File: src/rtl/soc_pkg.sv
// Shared types for the SoC memory path: port ownership encoding, the response
// routing tag carried alongside each in-flight memory access, and the default
// memory read latency.
`timescale 1ns/1ps
package soc_pkg;

    localparam int unsigned MEM_LATENCY_DEF = 1;

    // Which arbiter port issued an access.
    typedef enum logic {
        OWNER_IF = 1'b0,
        OWNER_D  = 1'b1
    } owner_e;

    // Routing tag for one in-flight access.
    typedef struct packed {
        logic   valid;
        owner_e owner;
    } tag_t;

endpackage

File: src/rtl/arb_tag_pipe.sv
// Tag shift register matching the memory read latency; the tag leaving the
// last stage selects which port's rvalid pulses for the current mem_rdata.
//   clk        system clock
//   reset_n    asynchronous active-low clear of every stage
//   i_tag      tag for the access granted this cycle (valid=0 when idle)
//   if_rvalid  fetch response valid
//   d_rvalid   data response valid (read data or write acknowledge)
`timescale 1ns/1ps
module arb_tag_pipe
    import soc_pkg::*;
#(
    parameter int unsigned DEPTH = MEM_LATENCY_DEF
) (
    input  logic clk,
    input  logic reset_n,
    input  tag_t i_tag,
    output logic if_rvalid,
    output logic d_rvalid
);

    tag_t r_pipe [DEPTH];
    tag_t w_out;

    // Shift one stage per cycle; reset drops every in-flight tag.
    always_ff @(posedge clk or negedge reset_n) begin
        if (!reset_n) begin
            for (int i = 0; i < int'(DEPTH); i++) begin
                r_pipe[i] <= '0;
            end
        end else begin
            r_pipe[0] <= i_tag;
            for (int i = 1; i < int'(DEPTH); i++) begin
                r_pipe[i] <= r_pipe[i-1];
            end
        end
    end

    assign w_out     = r_pipe[DEPTH-1];
    assign if_rvalid = w_out.valid && (w_out.owner == OWNER_IF);
    assign d_rvalid  = w_out.valid && (w_out.owner == OWNER_D);

endmodule

File: src/rtl/mem_arbiter.sv
// Round-robin arbiter sharing one single-port synchronous memory between the
// instruction-fetch port and the load/store port. Grants are combinational in
// the request cycle; responses are routed back by a tag pipeline so one access
// per cycle can be sustained regardless of memory latency.
//   clk, reset_n                      clock, asynchronous active-low reset
//   if_req/if_addr                    fetch request (read only)
//   if_gnt/if_rvalid/if_rdata         fetch grant and response
//   d_req/d_we/d_be/d_addr/d_wdata    load/store request
//   d_gnt/d_rvalid/d_rdata            data grant and response / write ack
//   mem_en/we/be/addr/wdata/rdata     memory side
`timescale 1ns/1ps
module mem_arbiter
    import soc_pkg::*;
#(
    parameter int unsigned ADDR_WIDTH  = 32,
    parameter int unsigned DATA_WIDTH  = 32,
    parameter int unsigned MEM_LATENCY = MEM_LATENCY_DEF
) (
    input  logic                    clk,
    input  logic                    reset_n,
    input  logic                    if_req,
    input  logic [ADDR_WIDTH-1:0]   if_addr,
    output logic                    if_gnt,
    output logic                    if_rvalid,
    output logic [DATA_WIDTH-1:0]   if_rdata,
    input  logic                    d_req,
    input  logic                    d_we,
    input  logic [DATA_WIDTH/8-1:0] d_be,
    input  logic [ADDR_WIDTH-1:0]   d_addr,
    input  logic [DATA_WIDTH-1:0]   d_wdata,
    output logic                    d_gnt,
    output logic                    d_rvalid,
    output logic [DATA_WIDTH-1:0]   d_rdata,
    output logic                    mem_en,
    output logic                    mem_we,
    output logic [DATA_WIDTH/8-1:0] mem_be,
    output logic [ADDR_WIDTH-1:0]   mem_addr,
    output logic [DATA_WIDTH-1:0]   mem_wdata,
    input  logic [DATA_WIDTH-1:0]   mem_rdata
);

    localparam int unsigned BE_WIDTH = DATA_WIDTH / 8;

    owner_e r_last_owner;
    owner_e w_last_owner_nxt;
    logic   w_if_gnt;
    logic   w_d_gnt;
    tag_t   w_tag;

    // Round-robin pointer; DATA after reset so fetch wins the first conflict.
    always_ff @(posedge clk or negedge reset_n) begin
        if (!reset_n) begin
            r_last_owner <= OWNER_D;
        end else begin
            r_last_owner <= w_last_owner_nxt;
        end
    end

    // Grant selection, pointer update and routing tag for this cycle.
    always_comb begin
        w_if_gnt         = 1'b0;
        w_d_gnt          = 1'b0;
        w_last_owner_nxt = r_last_owner;
        // Grants are forced low while reset is asserted, whatever the requests.
        if (reset_n) begin
            if (if_req && d_req) begin
                if (r_last_owner == OWNER_D) begin
                    w_if_gnt = 1'b1;
                end else begin
                    w_d_gnt = 1'b1;
                end
            end else if (if_req) begin
                w_if_gnt = 1'b1;
            end else if (d_req) begin
                w_d_gnt = 1'b1;
            end
        end
        if (w_if_gnt) begin
            w_last_owner_nxt = OWNER_IF;
        end else if (w_d_gnt) begin
            w_last_owner_nxt = OWNER_D;
        end
        w_tag.valid = w_if_gnt | w_d_gnt;
        w_tag.owner = w_d_gnt ? OWNER_D : OWNER_IF;
    end

    assign if_gnt    = w_if_gnt;
    assign d_gnt     = w_d_gnt;

    // Memory drive muxed from the granted port; fetch is always a full-word read.
    assign mem_en    = w_if_gnt | w_d_gnt;
    assign mem_we    = w_d_gnt & d_we;
    assign mem_be    = w_if_gnt ? {BE_WIDTH{1'b1}} : (w_d_gnt ? d_be : BE_WIDTH'(0));
    assign mem_addr  = w_d_gnt ? d_addr : if_addr;
    assign mem_wdata = d_wdata;

    assign if_rdata  = mem_rdata;
    assign d_rdata   = mem_rdata;

    arb_tag_pipe #(
        .DEPTH     (MEM_LATENCY)
    ) u_tag_pipe (
        .clk       (clk),
        .reset_n   (reset_n),
        .i_tag     (w_tag),
        .if_rvalid (if_rvalid),
        .d_rvalid  (d_rvalid)
    );

endmodule

File: config.mk
export PLATFORM = sky130hd
export DESIGN_NAME = mem_arbiter
export DESIGN_NICKNAME = d
export VERILOG_FILES = /design/src/rtl/soc_pkg.sv /design/src/rtl/arb_tag_pipe.sv /design/src/rtl/mem_arbiter.sv
export SDC_FILE = /design/constraint.sdc
export NUM_CORES = 1
export LEC_CHECK = 0
export BUFFER_PORTS_ARGS = -buffer_cell sky130_fd_sc_hd__buf_2
export CORE_AREA = 2 2 108 110
export CTS_BUF_LIST = sky130_fd_sc_hd__clkbuf_2
export DETAILED_ROUTE_END_ITERATION = 12
export DIE_AREA = 0 0 110 112
export HOLD_SLACK_MARGIN = 0.15
export PLACE_DENSITY = 0.49
export SLEW_MARGIN = 20
export SYNTH_ARGS = -nofsm -noshare
export SYNTH_HDL_FRONTEND = slang
export SYNTH_SLANG_ARGS = --single-unit
File: constraint.sdc
create_clock -name clk -period 1.4 [get_ports clk]
set_clock_uncertainty 0.05 [all_clocks]
set_input_delay 0.07 -clock clk [delete_from_list [all_inputs] [get_ports clk]]
set_output_delay 0.07 -clock clk [all_outputs]
set_load 0.01 [all_outputs]
# Yosys cells after proc, flatten, opt, wreduce, memory -nomap -nowiden
# Cells that the tools add are included.
# totals
reg_bits	3
latch_bits	0
ramBits	0
rom_bits	0
inputBits	137
elab_cells	25
memories	0
# classes
add_sub_neg	0
n_mul	0
n_div	0
magnitude_cmp	0
n_eq_ne	0
n_shift	0
muxes	15
bitwise	3
n_reduce_logical	4
# op_table
op	n
2-to-1 mux 32 bit	1
2-to-1 mux 1 bit	12
2-to-1 mux 4 bit	2
logical AND 1 bit	3
nonzero test 2 bit	1
bitwise AND 1 bit	1
NOT 1 bit	1
bitwise OR 1 bit	1

# Depth between registers and ports, before layout
# depth
word_depth	6
ltp_mapped	4

# Modules after synthesis
# Synthesis repeated with hierarchy kept, for this count alone.
# unflattened
hier_cells	158
area_unflattened_um2	1422.6
# by_module_without_submodules
mod	instances	cells_per_inst	area_each_um2
mem_arbiter	1	154	1356.3
arb_tag_pipe	1	4	66.3

# Worst setup path before layout
# OpenSTA, ideal clock, no wires.
# synth_path
path_type	reg-to-output
startpoint	reg r_last_owner
endpoint	out mem_addr[10]
arrival_ns	1.242
t_required_ns	1.280
path_slack_ns	0.038
path_stages_with_launch	5
path_buffers	1
cell_sequence	dfstp_2 nand2_1 nand3_4 buf_6 mux2_4
# synth_via
elab_chain_len	4
# synth_lines
element	line_no	source
start, declared	mem_arbiter.sv:44	owner_e r_last_owner;
start signal, assigned	mem_arbiter.sv:55	r_last_owner <= w_last_owner_nxt;
2-to-1 mux 1 bit	mem_arbiter.sv:67	if (r_last_owner == OWNER_D) begin
2-to-1 mux 1 bit	mem_arbiter.sv:66	if (if_req && d_req) begin
2-to-1 mux 1 bit	mem_arbiter.sv:65	if (reset_n) begin
2-to-1 mux 32 bit	mem_arbiter.sv:94	assign mem_addr = w_d_gnt ? d_addr : if_addr;
end, declared	mem_arbiter.sv:37	output logic [ADDR_WIDTH-1:0] mem_addr,
# Every way passes these cells.

# Worst setup path in the final report
# layout_path
startpoint	reg r_last_owner
endpoint	out mem_addr[28]
# Same word-level chain as after synthesis.

==> key figures <==
Place
  • IO Port Bufs: 114
  • DP Worst Slack: -0.116 ns
  • Detail Placement HPWL: 3290 um
  • Routability cong.: 0.614

Worst setup path
  • R2r worst-path depth: 5
  • R2R Setup Slk: 0.22 ns
  • Reg2Reg Launch Point: r_last_owner
  • CP Launch Type: flop
  • Worst Path Class, Setup: reg -> out
  • CP required: 1.28 ns
  • Crit end category: primary output
  • Crit path max fanout: 15
  • Crit path capture: mem_addr[28]
  • CP startpoint: r_last_owner
  • Critical-path cell list: nand2_2, nand3_4, buf_12, mux2_4, buf_6
  • Capturing point of the worst reg2reg path: u_tag_pipe.r_pipe[0]
  • Critical Path Slowest Stage Cell: dfstp_2
  • CP max stage delay: 0.53 ns
  • Crit path arrival time: 1.54 ns

Routing
  • Routed WL: 4850 um
  • Met1 WL: 1690 um
  • WL per Instance: 12.4 um
  • DRC viols: 0
  • Via-per-instance ratio: 3.33
  • Routed Antenna Nets: 0
  • DRT iter0 DRCs: 14
  • Top Metal Used: met4
  • DR vias: 1,300
  • 1st-pass router iterations: 2
  • Met3 WL: 388 um
  • WL met2: 2740 um

STA
  • Final WS setup: -0.260 ns
  • F_max: 602 MHz
  • Slew HR: 0.820
  • Period minus WS final: 1.66 ns
  • Worst-Margin Slew: 0.269 ns
  • RSZ-0062 raised after global routing: true
  • WHS: 0.187 ns
  • Setup TNS Final: -7.70 ns
  • Final setup vio count: 35
  • Part of the cycle the worst path needs: 1.19
  • Max Slew Vio Count: 0
  • Final Hold Fails: 0

GRT
  • First-pass GRT wire length: 6670 um
  • GRT overflow: 0
  • Number of global-route vias before repair: 1,336
  • Initial antenna violation count: 0
  • Largest net degree at the start of global routing: 16
  • GR Util All Layers: 0.0689

Final layout
  • Fillers: 1,219
  • Final Util: 0.217
  • Layout cells sized above 1: 0.656
  • Most frequent cells in the layout: 81 x buf_2, 66 x dlygate4sd3_1, 34 x buf_6
  • Most common cell after layout, fill and taps aside: buf_2
  • Diode count: 0
  • Synth-to-layout area growth: 68.3%
  • Nets: 385

Clock tree
  • # clock sinks: 3
  • CTS clk-pin slew, worst paths: 0.05 ns
  • TritonCTS clock tree: done
  • TritonCTS Buffers: 3
  • Clk buf depth: 2
  • CTS HTree Levels: 1
  • Clk root buf: clkbuf_2
  • Worst-skew pair later-pin latency: 0.20 ns

Floorplanning
  • DIE HEIGHT: 112 um
  • Die area: 12,300 um^2
  • IO Pins: 275
  • Initial Utilization: 0.129
  • Core area: 11,200 um^2
  • Chip Width: 110 um
  • # rows: 39

Logic synthesis
  • #FFs+latches synth: 3
  • Mapped cell area: 1440 um^2
  • Avg Cell Area, Syn: 9.16 um^2
  • Seq/Total Area, Yosys: 0.0530
  • Post-Synthesis Cells: 157
  • Syn_nets: 294
  • Synth warn: 0
  • Synth cell types: 18

Min path
  • Hold Crit Class: in -> reg

Outcome
  • Failing checks: negative setup slack
  • Status: finished with violations

Power
  • Pwr dens: 466 nW/um^2
  • Max rail drop VDD: 0.000238 V
  • Leakage: 0.00127 uW

Job
  • MaxCap Viol Count: 0
kinds of logic (layout without fill, tap and decap cells):
group / count (synthesis) / in the layout / synth area share
simple gates: 9 / 9 / 0.0365
compound gates: 9 / 9 / 0.0443
mux: 32 / 32 / 0.323
flops: 3 / 3 / 0.0530
buf+inv: 104 / 194 / 0.543
sequential cells by signal, indices dropped and copies added (netlist names):
| register | cells |
|---|---|
| u_tag_pipe.r_pipe | 2 |
| r_last_owner | 1 |
through the flow:
stage / instances / power (uW) / cell area (um^2)
6_report: 390 / 1130 / 2420
5_1_grt: 390 / 1200 / 2420
3_5_place_dp: 318 / 615 / 1490
2_1_floorplan: 157 / 660 / 1440
4_1_cts: 388 / 1120 / 2400
3_3_place_gp: 318 / 608 / 1490
synthesized netlist by cell type:
cell / n / share of area
buf_6: 3 / 0.023
mux2_4: 28 / 0.29
nand3_4: 1 / 0.012
inv_1: 3 / 0.0078
nor2b_1: 1 / 0.0044
dfrtp_1: 2 / 0.035
mux2_2: 4 / 0.031
a31oi_1: 1 / 0.0044
buf_4: 98 / 0.51
o21ai_0: 1 / 0.0035
o21a_1: 1 / 0.0052
a21boi_0: 4 / 0.021
a21oi_1: 1 / 0.0035
o211a_1: 1 / 0.0070
nand2_1: 5 / 0.013
and2_1: 1 / 0.0044
nor2_1: 1 / 0.0026
dfstp_2: 1 / 0.018
worst min path at each step:
stage / cells after the start / to / startpoint / slack [ns]
global route: 3 / r_last_owner / reset_n / 0.20
finish: 3 / r_last_owner / d_req / 0.19
CTS: 3 / r_last_owner / reset_n / 0.17
detailed placement: 2 / u_tag_pipe.r_pipe[1] / reset_n / -0.01
global placement: 2 / u_tag_pipe.r_pipe[0] / reset_n / -0.02
floorplan: 0 / u_tag_pipe.r_pipe[0] / reset_n / -0.28
layer usage:
metal,track usage,vias up
li1,-,593
met1,0.0776,586
met2,0.136,117
met3,0.00585,4
met4,0.0143,0
met5,0,-
final cells by class:
cell class / instances / area, um^2 / share of cell area
clock buffer: 4 / 20.0 / 0.00827
inverter: 3 / 11.3 / 0.00465
multi-input combinational: 50 / 603 / 0.249
sequential: 3 / 76.3 / 0.0315
tap: 143 / 179 / 0.0739
timing repair buffer: 187 / 1530 / 0.633
worst max-delay path, delay by kind of cell (launching register included):
family	cells	cell delay (ns)
DFF	1	0.53
muxes	1	0.32
buffers and inverters	2	0.31
and+or+nand+nor	2	0.17
where the power goes:
group / switching [uW] / internal [uW] / total (uW)
Combinational: 367 / 530 / 898
Clock: 47.8 / 75.5 / 123
Sequential: 5.59 / 101 / 106
Total: 421 / 707 / 1130
timing repair:
item                                   4_1_cts  5_1_grt
hold buffers                                66        0
gates cloned                                 0        0
resized for setup                           41        6
buffers inserted                             0        2
setup endpoints to repair                   38       38
endpoints found under the hold margin      101        0
pin swaps                                    1        1
Note: power is estimated with default switching activity, not from simulation.
